### config.mk
export PLATFORM = sky130hd
export DESIGN_NAME = tcm_data_port_arbiter
export DESIGN_NICKNAME = d
export VERILOG_FILES = /design/src/rtl/tcm_arb_pkg.sv /design/src/rtl/tcm_rr_arb2.sv /design/src/rtl/tcm_data_port_arbiter.sv
export SDC_FILE = /design/constraint.sdc
export NUM_CORES = 1
export LEC_CHECK = 0
export CAP_MARGIN = 20
export CORE_AREA = 2 2 146 148
export DETAILED_ROUTE_END_ITERATION = 10
export DIE_AREA = 0 0 148 150
export GPL_ROUTABILITY_DRIVEN = 0
export SKIP_CTS_REPAIR_TIMING = 1
export SLEW_MARGIN = 30
export SYNTH_ARGS = -nofsm -noshare
export SYNTH_HDL_FRONTEND = slang
export SYNTH_SLANG_ARGS = --single-unit
### constraint.sdc
create_clock -name i_clk -period 6 [get_ports i_clk]
set_input_delay 0.9 -clock i_clk [delete_from_list [all_inputs] [get_ports i_clk]]
set_output_delay 0.9 -clock i_clk [all_outputs]
set_load 0.02 [all_outputs]
### src/rtl/tcm_arb_pkg.sv
// Shared types and helpers for the TCM data-port arbiter: bus widths,
// access-size encodings, requester tags and the legal-size check.
package tcm_arb_pkg;

    localparam int ADDR_WIDTH     = 32;
    localparam int SIZE_WIDTH     = 3;
    localparam int BUS_DATA_WIDTH = 32;
    localparam int REG_DATA_WIDTH = 32;

    // Size field carries the access width in bytes
    localparam logic [SIZE_WIDTH-1:0] SIZE_B = 3'd1;
    localparam logic [SIZE_WIDTH-1:0] SIZE_H = 3'd2;
    localparam logic [SIZE_WIDTH-1:0] SIZE_W = 3'd4;

    typedef enum logic [1:0] {
        TAG_NONE = 2'd0,
        TAG_LSU  = 2'd1,
        TAG_DBG  = 2'd2
    } req_tag_e;

    function automatic logic size_legal(input logic [SIZE_WIDTH-1:0] size);
        return (size == SIZE_B) || (size == SIZE_H) || (size == SIZE_W);
    endfunction

endpackage

### src/rtl/tcm_rr_arb2.sv
// Two-way round-robin arbiter. The pointer names the requester that wins the
// next contested cycle; it only moves when both requested and i_adv is high.
module tcm_rr_arb2 (
    input  logic       i_clk,
    input  logic       i_rst,
    input  logic [1:0] i_req,
    input  logic       i_adv,
    output logic [1:0] o_gnt
);

    logic r_ptr;

    always_comb begin
        o_gnt = i_req;
        if (i_req == 2'b11) begin
            o_gnt = r_ptr ? 2'b10 : 2'b01;
        end
    end

    // After a contested grant the pointer moves to the loser
    always_ff @(posedge i_clk or posedge i_rst) begin
        if (i_rst) begin
            r_ptr <= 1'b0;
        end else if (i_adv && (i_req == 2'b11)) begin
            r_ptr <= o_gnt[0];
        end
    end

endmodule

### src/rtl/tcm_data_port_arbiter.sv
// Shares the TCM read and write ports between LSU loads, store-buffer drains
// and the debug module, and steers one-cycle-latency read data to its owner.
module tcm_data_port_arbiter
    import tcm_arb_pkg::*;
#(
    parameter int STARVE_LIMIT = 8,
    parameter int CNT_WIDTH    = 4
) (
    input  logic                      i_clk,
    input  logic                      i_rst,
    input  logic                      i_lsu_rd_valid,
    output logic                      o_lsu_rd_ready,
    input  logic [ADDR_WIDTH-1:0]     i_lsu_rd_addr,
    input  logic [SIZE_WIDTH-1:0]     i_lsu_rd_size,
    output logic                      o_lsu_rsp_valid,
    output logic [BUS_DATA_WIDTH-1:0] o_lsu_rsp_data,
    input  logic                      i_stbuf_wr_valid,
    output logic                      o_stbuf_wr_ready,
    input  logic [ADDR_WIDTH-1:0]     i_stbuf_wr_addr,
    input  logic [SIZE_WIDTH-1:0]     i_stbuf_wr_size,
    input  logic [REG_DATA_WIDTH-1:0] i_stbuf_wr_data,
    input  logic                      i_dbg_req_valid,
    output logic                      o_dbg_req_ready,
    input  logic                      i_dbg_req_we,
    input  logic [ADDR_WIDTH-1:0]     i_dbg_req_addr,
    input  logic [SIZE_WIDTH-1:0]     i_dbg_req_size,
    input  logic [REG_DATA_WIDTH-1:0] i_dbg_req_wdata,
    output logic                      o_dbg_rsp_valid,
    output logic                      o_dbg_rsp_err,
    output logic [BUS_DATA_WIDTH-1:0] o_dbg_rsp_data,
    output logic [ADDR_WIDTH-1:0]     o_bus_tcm_stbuf_read_addr,
    output logic [SIZE_WIDTH-1:0]     o_bus_tcm_stbuf_read_size,
    output logic                      o_bus_tcm_stbuf_rd,
    output logic [ADDR_WIDTH-1:0]     o_bus_tcm_stbuf_write_addr,
    output logic [SIZE_WIDTH-1:0]     o_bus_tcm_stbuf_write_size,
    output logic [REG_DATA_WIDTH-1:0] o_bus_tcm_stbuf_data,
    output logic                      o_bus_tcm_stbuf_wr,
    input  logic [BUS_DATA_WIDTH-1:0] i_tcm_bus_stbuf_data
);

    logic                      w_en;
    logic                      w_lsu_rd_req;
    logic                      w_dbg_rd_req;
    logic                      w_dbg_wr_req;
    logic                      w_st_wr_req;
    logic [1:0]                w_rd_gnt;
    logic                      w_starved;
    logic                      w_dbg_wr_win;
    logic                      w_st_wr_win;
    logic [ADDR_WIDTH-1:0]     w_wr_addr;
    logic [SIZE_WIDTH-1:0]     w_wr_size;
    logic [REG_DATA_WIDTH-1:0] w_wr_data;
    logic                      w_wr_access;
    logic [ADDR_WIDTH-1:0]     w_rd_addr;
    logic [SIZE_WIDTH-1:0]     w_rd_size;
    logic                      w_rd_legal_gnt;
    logic                      w_hazard;
    logic                      w_lsu_take;
    logic                      w_dbg_rd_take;
    logic                      w_rd_access;
    logic                      w_dbg_legal;

    req_tag_e                  r_tag;
    logic                      r_dbg_wack;
    logic                      r_dbg_err;
    logic [CNT_WIDTH-1:0]      r_cnt;

    // Requests are masked while reset is held so every output reads as zero
    assign w_en         = ~i_rst;
    assign w_lsu_rd_req = w_en & i_lsu_rd_valid;
    assign w_dbg_rd_req = w_en & i_dbg_req_valid & ~i_dbg_req_we;
    assign w_dbg_wr_req = w_en & i_dbg_req_valid & i_dbg_req_we;
    assign w_st_wr_req  = w_en & i_stbuf_wr_valid;
    assign w_dbg_legal  = size_legal(i_dbg_req_size);

    // Store buffer owns the write port until debug has lost STARVE_LIMIT times
    assign w_starved    = (r_cnt == CNT_WIDTH'(STARVE_LIMIT));
    assign w_dbg_wr_win = w_dbg_wr_req & (~w_st_wr_req | w_starved);
    assign w_st_wr_win  = w_st_wr_req & ~w_dbg_wr_win;
    assign w_wr_addr    = w_dbg_wr_win ? i_dbg_req_addr  : i_stbuf_wr_addr;
    assign w_wr_size    = w_dbg_wr_win ? i_dbg_req_size  : i_stbuf_wr_size;
    assign w_wr_data    = w_dbg_wr_win ? i_dbg_req_wdata : i_stbuf_wr_data;
    assign w_wr_access  = (w_dbg_wr_win | w_st_wr_win) & size_legal(w_wr_size);

    tcm_rr_arb2 u_rd_arb (
        .i_clk (i_clk),
        .i_rst (i_rst),
        .i_req ({w_dbg_rd_req, w_lsu_rd_req}),
        .i_adv (~w_hazard),
        .o_gnt (w_rd_gnt)
    );

    assign w_rd_addr      = w_rd_gnt[1] ? i_dbg_req_addr : i_lsu_rd_addr;
    assign w_rd_size      = w_rd_gnt[1] ? i_dbg_req_size : i_lsu_rd_size;
    assign w_rd_legal_gnt = (|w_rd_gnt) & size_legal(w_rd_size);

    // A read of the word being written this cycle waits so it sees the new data
    assign w_hazard      = w_rd_legal_gnt & w_wr_access &
                           (w_rd_addr[ADDR_WIDTH-1:2] == w_wr_addr[ADDR_WIDTH-1:2]);
    assign w_lsu_take    = w_rd_gnt[0] & ~w_hazard;
    assign w_dbg_rd_take = w_rd_gnt[1] & ~w_hazard;
    assign w_rd_access   = w_rd_legal_gnt & ~w_hazard;

    assign o_lsu_rd_ready   = w_lsu_take;
    assign o_stbuf_wr_ready = w_st_wr_win;
    assign o_dbg_req_ready  = w_dbg_rd_take | w_dbg_wr_win;

    assign o_bus_tcm_stbuf_rd         = w_rd_access;
    assign o_bus_tcm_stbuf_read_addr  = w_rd_access ? w_rd_addr : '0;
    assign o_bus_tcm_stbuf_read_size  = w_rd_access ? w_rd_size : '0;
    assign o_bus_tcm_stbuf_wr         = w_wr_access;
    assign o_bus_tcm_stbuf_write_addr = w_wr_access ? w_wr_addr : '0;
    assign o_bus_tcm_stbuf_write_size = w_wr_access ? w_wr_size : '0;
    assign o_bus_tcm_stbuf_data       = w_wr_access ? w_wr_data : '0;

    // Response bookkeeping for the cycle after accept, plus debug-write starvation count
    always_ff @(posedge i_clk or posedge i_rst) begin
        if (i_rst) begin
            r_tag      <= TAG_NONE;
            r_dbg_wack <= 1'b0;
            r_dbg_err  <= 1'b0;
            r_cnt      <= '0;
        end else begin
            if (w_rd_access) begin
                r_tag <= w_rd_gnt[1] ? TAG_DBG : TAG_LSU;
            end else begin
                r_tag <= TAG_NONE;
            end
            r_dbg_wack <= w_dbg_wr_win & w_dbg_legal;
            r_dbg_err  <= (w_dbg_wr_win | w_dbg_rd_take) & ~w_dbg_legal;
            if (w_dbg_wr_req) begin
                r_cnt <= w_dbg_wr_win ? '0 : r_cnt + CNT_WIDTH'(1);
            end
        end
    end

    assign o_lsu_rsp_valid = (r_tag == TAG_LSU);
    assign o_lsu_rsp_data  = (r_tag == TAG_LSU) ? i_tcm_bus_stbuf_data : '0;
    assign o_dbg_rsp_valid = (r_tag == TAG_DBG) | r_dbg_wack | r_dbg_err;
    assign o_dbg_rsp_err   = r_dbg_err;
    assign o_dbg_rsp_data  = (r_tag == TAG_DBG) ? i_tcm_bus_stbuf_data : '0;

endmodule

==> metrics.yaml, run 1 <==
setup_viol: 0
cap_violations: 0
crit_arrival_ps: 4710
fillers: 2197
fin_skew_ps: 2.87
syn-num-nets: 956
die_h_um: 150
antenna_cells: 0
critPathLaunchType: "input pin"
syn_area_mm2: 0.00417
fmaxAchievable_ghz: 0.178
drtPass1Iterations: 4
clk_transition_reported_paths_ps: 40
synthArstFlopShare_pct: 100
r2r_slack_ps: 2480
nets: 1311
cp-startpoint: "i_rst"
r2r-end: "r_tag[0]"
coreArea_mm2: 0.0207
htreeDepth: 1
ioPinCount: 381
synth-edff-count: 0
yosysUniqueCellTypes: 59
ys_warn_count: 0
track_usage_pct: 19.5
dieArea_mm2: 0.0222
die_x_um: 148
status: "completed"
rsz0062_at_grt: "no"
cts_tree: "done"
hpwlAfterDp_um: 18700
routed_wl_um: 23100
route.vias.total: 6554
cp.required_ps: 5100
start_util_pct: 20.2
final_common_cell: "clkdlybuf4s50_1"
worst_pin_slew_ps: 729
overflow: 0
max-slew-margin-rel_pct: 51.2
drive_above_1_share_pct: 4.27
stdcell_area_mm2: 0.00839
avgSynthCellArea_um2: 5.59
ctsRootBufferMaster: "clkbuf_16"
worst_r2r_path_depth: 12
grt_max_degree: 38
place_area_mm2: 0.00831
peakVddDrop_uv: 63.4
antenna_found_initial: 0
grt_first_pass_wirelength_um: 34900
r2r-start: "r_cnt[0]"
drtAntennaViolNets: 0
via_per_inst: 4.76
cts_buffer_depth: 2
grt_pass1_vias: 6120
cts_buffers: 3
synth_ff_type: "dfrtp_1"
numClockSinks: 9
tns_ps: 0
fin_crit_ps: 5610
critPathKind: "input pin to output pin"
wl_per_cell_um: 16.8
syn_to_final_growth_pct: 101
io_buffers: 380
power_leakage_nw: 3.23
drt_iter0_markers: 427
route.detailed.drc: 0
path_max_fanout: 25
layout_common_cells: "clkdlybuf4s50_1, nand2_1, a21oi_1"
syn-instance-count: 747
clk_latency_ps: 240
min_path_type: "flop to flop"
crit_path_end: "o_bus_tcm_stbuf_read_addr[5]"
rows: 53
synth-seq-cells: 9
cellPowerDensity_mw_per_mm2: 91.4
drv_slew: 0
hold_viol: 0
cp-end-kind: "output pin"
seq_area_frac_synth_pct: 5.40
fin_crit_sh_pct: 93.6
## critical path, cell delays in order
cell and delay (ps):
clkdlybuf4s50_1 580, nand3b_2 330, a21oi_4 580, buf_4 290
and3_1 170, nor4_1 40, nor4_1 300, nand4_1 310
o21ai_4 230, buf_4 310, a21oi_1 90, clkdlybuf4s50_1 550
## metrics by stage
stage / setup slack [ps] / utilization [%] / hold slack (ps) / cells / power (mW)
finish: 385 / 40.6 / 506 / 1376 / 0.767
CTS: 372 / 40.6 / 496 / 1376 / 0.770
global route: 86.6 / 40.6 / 520 / 1376 / 0.824
floorplan: 2080 / - / 459 / 747 / 0.332
detailed placement: 396 / 40.2 / 488 / 1372 / 0.647
global placement: 545 / 40.2 / 488 / 1372 / 0.646
## metal layers
layer	vias up	share of wire, %	track usage, %
met5	-	0	0
li1	3281	-	-
met4	0	1.4	2.81
met2	243	49	34.1
met3	24	5.7	2.93
met1	3006	44	25.8
## final cells by class
class	instances	area, um^2	share of cell area, %
clock buffers	3	75.1	0.894
clock inverters	1	5.00	0.0596
inverters	19	71.3	0.850
multi-input cells	660	3640	43.4
flip-flops and latches	9	225	2.68
well taps	275	344	4.10
repair buffers	409	4030	48.1
## kinds of logic (layout without fill, tap and decap cells)
kind of cell | after synthesis | in the layout | synth area share, %
xor+xnor | 44 | 44 | 9.23
flops | 9 | 9 | 5.40
simple gates | 411 | 411 | 46.2
buf+inv | 78 | 432 | 8.33
fa+ha+maj | 2 | 2 | 0.599
mux | 1 | 1 | 0.240
compound gates | 202 | 202 | 30.0
## cells in the mapped netlist (all sizes together) (10+ instances only)
cell | number | area, um^2
a21oi | 113 | 577
and2 | 73 | 457
buf | 20 | 130
clkbuf | 39 | 146
inv | 19 | 71.3
nand2 | 221 | 832
nand3 | 11 | 55.1
nor2 | 40 | 153
nor3 | 13 | 65.1
nor4 | 11 | 68.8
o21ai | 18 | 90.1
o221ai | 13 | 114
o22ai | 10 | 62.6
xnor2 | 10 | 87.6
xor2 | 34 | 298
## flip-flops by register name (all words and copies together) (netlist names)
| name | count |
|---|---|
| u_rd_arb.r_ptr | 1 |
| r_cnt | 4 |
| r_dbg_wack | 1 |
| o_dbg_rsp_err | 1 |
| r_tag | 2 |
## worst min path at each step
stage | from | endpoint | slack (ps) | depth (start not counted)
final | u_rd_arb.r_ptr | u_rd_arb.r_ptr | 510 | 1
after global routing | u_rd_arb.r_ptr | u_rd_arb.r_ptr | 520 | 1
after CTS | u_rd_arb.r_ptr | u_rd_arb.r_ptr | 500 | 1
after detailed placement | u_rd_arb.r_ptr | u_rd_arb.r_ptr | 490 | 1
after global placement | u_rd_arb.r_ptr | u_rd_arb.r_ptr | 490 | 1
after floorplan | u_rd_arb.r_ptr | u_rd_arb.r_ptr | 460 | 1
## where the power goes
group          total, mW  switching, mW  internal (mW)  leakage [nW]
Combinational      0.575          0.290          0.284          3.07
Sequential        0.0739        0.00596         0.0679         0.121
Clock              0.119         0.0306         0.0880        0.0409
(Power assumes the default switching activity.)
==> run 2, diff against run 1 <==
ABC_CLOCK_PERIOD_IN_PS = 6000   (was unset)
==> results of run 2 <==
Same layout as run 1: the final DEF is identical, and so are final timing and power.
==> run 3, diff against run 2 <==
PLACE_DENSITY_LB_ADDON = 0.3   (was unset)
==> run 3 against run 2 <==
Hold slack gained 8.2 ps. Utilization grew 0.31 points. Sequential cell count is the same. Critical path depth is the same. Count of clock-buffer cells in the layout grew 1. First-iteration DRC count grew 4.4%. Maximum frequency shrank 2.5%. Non-clock buffer count grew 7. Highest routed layer unchanged. Largest power group unchanged. Largest cell class unchanged.
==> metrics.yaml, run 3 (same netlist as run 1, synthesis figures left out) <==
status: "completed"
setup_viol: 0
syn_to_final_growth_pct: 103
cts_tree: "done"
final_util_pct: 40.9
rows: 53
cp.required_ps: 5100
use_met1_pct: 25.7
tns_ps: 0
clk_latency_ps: 230
die_h_um: 150
antenna_found_initial: 0
power_leakage_nw: 3.26
fin_crit_sh_pct: 95.9
route.detailed.drc: 0
drv_slew: 0
cts_buffer_depth: 2
drtAntennaViolNets: 0
worst_pin_slew_ps: 772
drtPass1Iterations: 5
cts_buffers: 3
ctsRootBufferMaster: "clkbuf_16"
stdcell_area_mm2: 0.00846
reg.largest.list: "r_cnt x4, r_tag x2"
route.vias.total: 6584
hold_depth: 1
cp-startpoint: "i_dbg_req_we"
grt_max_degree: 41
hold_slack_ps: 514
place_area_mm2: 0.00836
overflow: 0
met3_usage_pct: 3.20
clk_transition_reported_paths_ps: 40
dp.cells: 1376
fin_crit_ps: 5760
top_register: "r_cnt"
r2r-start: "r_cnt[0]"
critPathKind: "input pin to output pin"
largest_reg_flops: 4
cellPowerDensity_mw_per_mm2: 91.5
fin_total_pwr_mw: 0.774
peakVddDrop_uv: 60.9
drive_above_1_share_pct: 4.78
max-slew-margin-rel_pct: 48.4
die_x_um: 148
layout_common_cells: "clkdlybuf4s50_1, nand2_1, a21oi_1"
hold_viol: 0
p_int_mw: 0.446
io_buffers: 380
slowest_stage: "clkdlybuf4s50_1"
fmaxAchievable_ghz: 0.174
r2r-end: "r_tag[0]"
htreeDepth: 1
p_sw_mw: 0.328
p_sw_share_pct: 42.4
r2r_slack_ps: 2210
dp_slack_ps: 165
numClockSinks: 9
critPathLaunchType: "input pin"
layoutNonFillerInstCount: 1383
pwr-share-seq_pct: 9.7
hpwlAfterDp_um: 18700
clkPwrFrac_pct: 15.0
grt_first_pass_wirelength_um: 34900
coreArea_mm2: 0.0207
min_path_type: "flop to flop"
drt_iter0_markers: 446
dieArea_mm2: 0.0222
nets: 1318
via_per_inst: 4.76
cp-end-kind: "output pin"
cap_violations: 0
worst_r2r_path_depth: 12
worstHoldStart: "r_cnt[3]"
ioPinCount: 381
rsz0062_at_grt: "no"
routed_wl_um: 23300
grt_use_met2_pct: 33.7
path_max_fanout: 23
start_util_pct: 20.2
fin_ws_ps: 243
wl_per_cell_um: 16.8
antenna_cells: 0
grt_pass1_vias: 6207
p_comb_share_pct: 75.3
track_usage_pct: 19.5
crit_arrival_ps: 4860
holdPathEnd: "r_cnt[3]"
cp_cell_sequence: "clkdlybuf4s50_1 -> and3b_1 -> o21ai_4 -> buf_4 -> nor3_1 -> nor4_1 -> nor4_1 -> nand4_1 -> o21ai_4 -> buf_4 -> a21oi_1 -> clkdlybuf4s50_1"
fin_skew_ps: 1.89
final_common_cell: "clkdlybuf4s50_1"
crit_path_max_incr_delay_ps: 670
busiest_layer: "met2"
-- run 3: cell count changes in the layout (fill, tap and decap cells not counted), sizes merged --
cell	previous run	this run
clkbuf	3	4
clkinv	1	0
buf	29	36
-- run 3: metal layers --
layer / vias to the layer above / wire length (um)
met5: - / 0
met4: 0 / 427
met3: 28 / 1540
met2: 286 / 11400
met1: 2976 / 9950
li1: 3294 / -
-- run 3: cell type report --
class	instances	area (um^2)
fill	2192	12200
timing repair buffer	416	4100
multi-input combinational	660	3640
tap	275	344
sequential	9	225
clock buffer	4	78.8
inverter	19	71.3
-- run 3: how the worst max path moves through the flow --
stage,end,slack [ps],cells after the start
after floorplan,o_lsu_rd_ready,2080,9
after global placement,o_bus_tcm_stbuf_read_addr[9],220,12
after detailed placement,o_bus_tcm_stbuf_read_addr[8],160,12
after CTS,o_bus_tcm_stbuf_read_addr[8],160,12
after global routing,o_bus_tcm_stbuf_read_addr[8],30,12
final,o_bus_tcm_stbuf_read_addr[8],240,12
-- run 3: critical path, delay by kind of cell --
family	cells	cell delay, ps
AOI/OAI and AO/OA	3	880
buffers and inverters	4	1740
and+or+nand+nor	5	1330
-- run 3: power by group through the flow --
stage | sequential, mW | clock (mW) | combinational, mW
4_1_cts | 0.0752 | 0.116 | 0.583
2_1_floorplan | 0.0736 | 0 | 0.258
5_1_grt | 0.0764 | 0.120 | 0.629
3_5_place_dp | 0.0760 | 0 | 0.580
3_3_place_gp | 0.0759 | 0 | 0.578
6_report | 0.0752 | 0.116 | 0.583
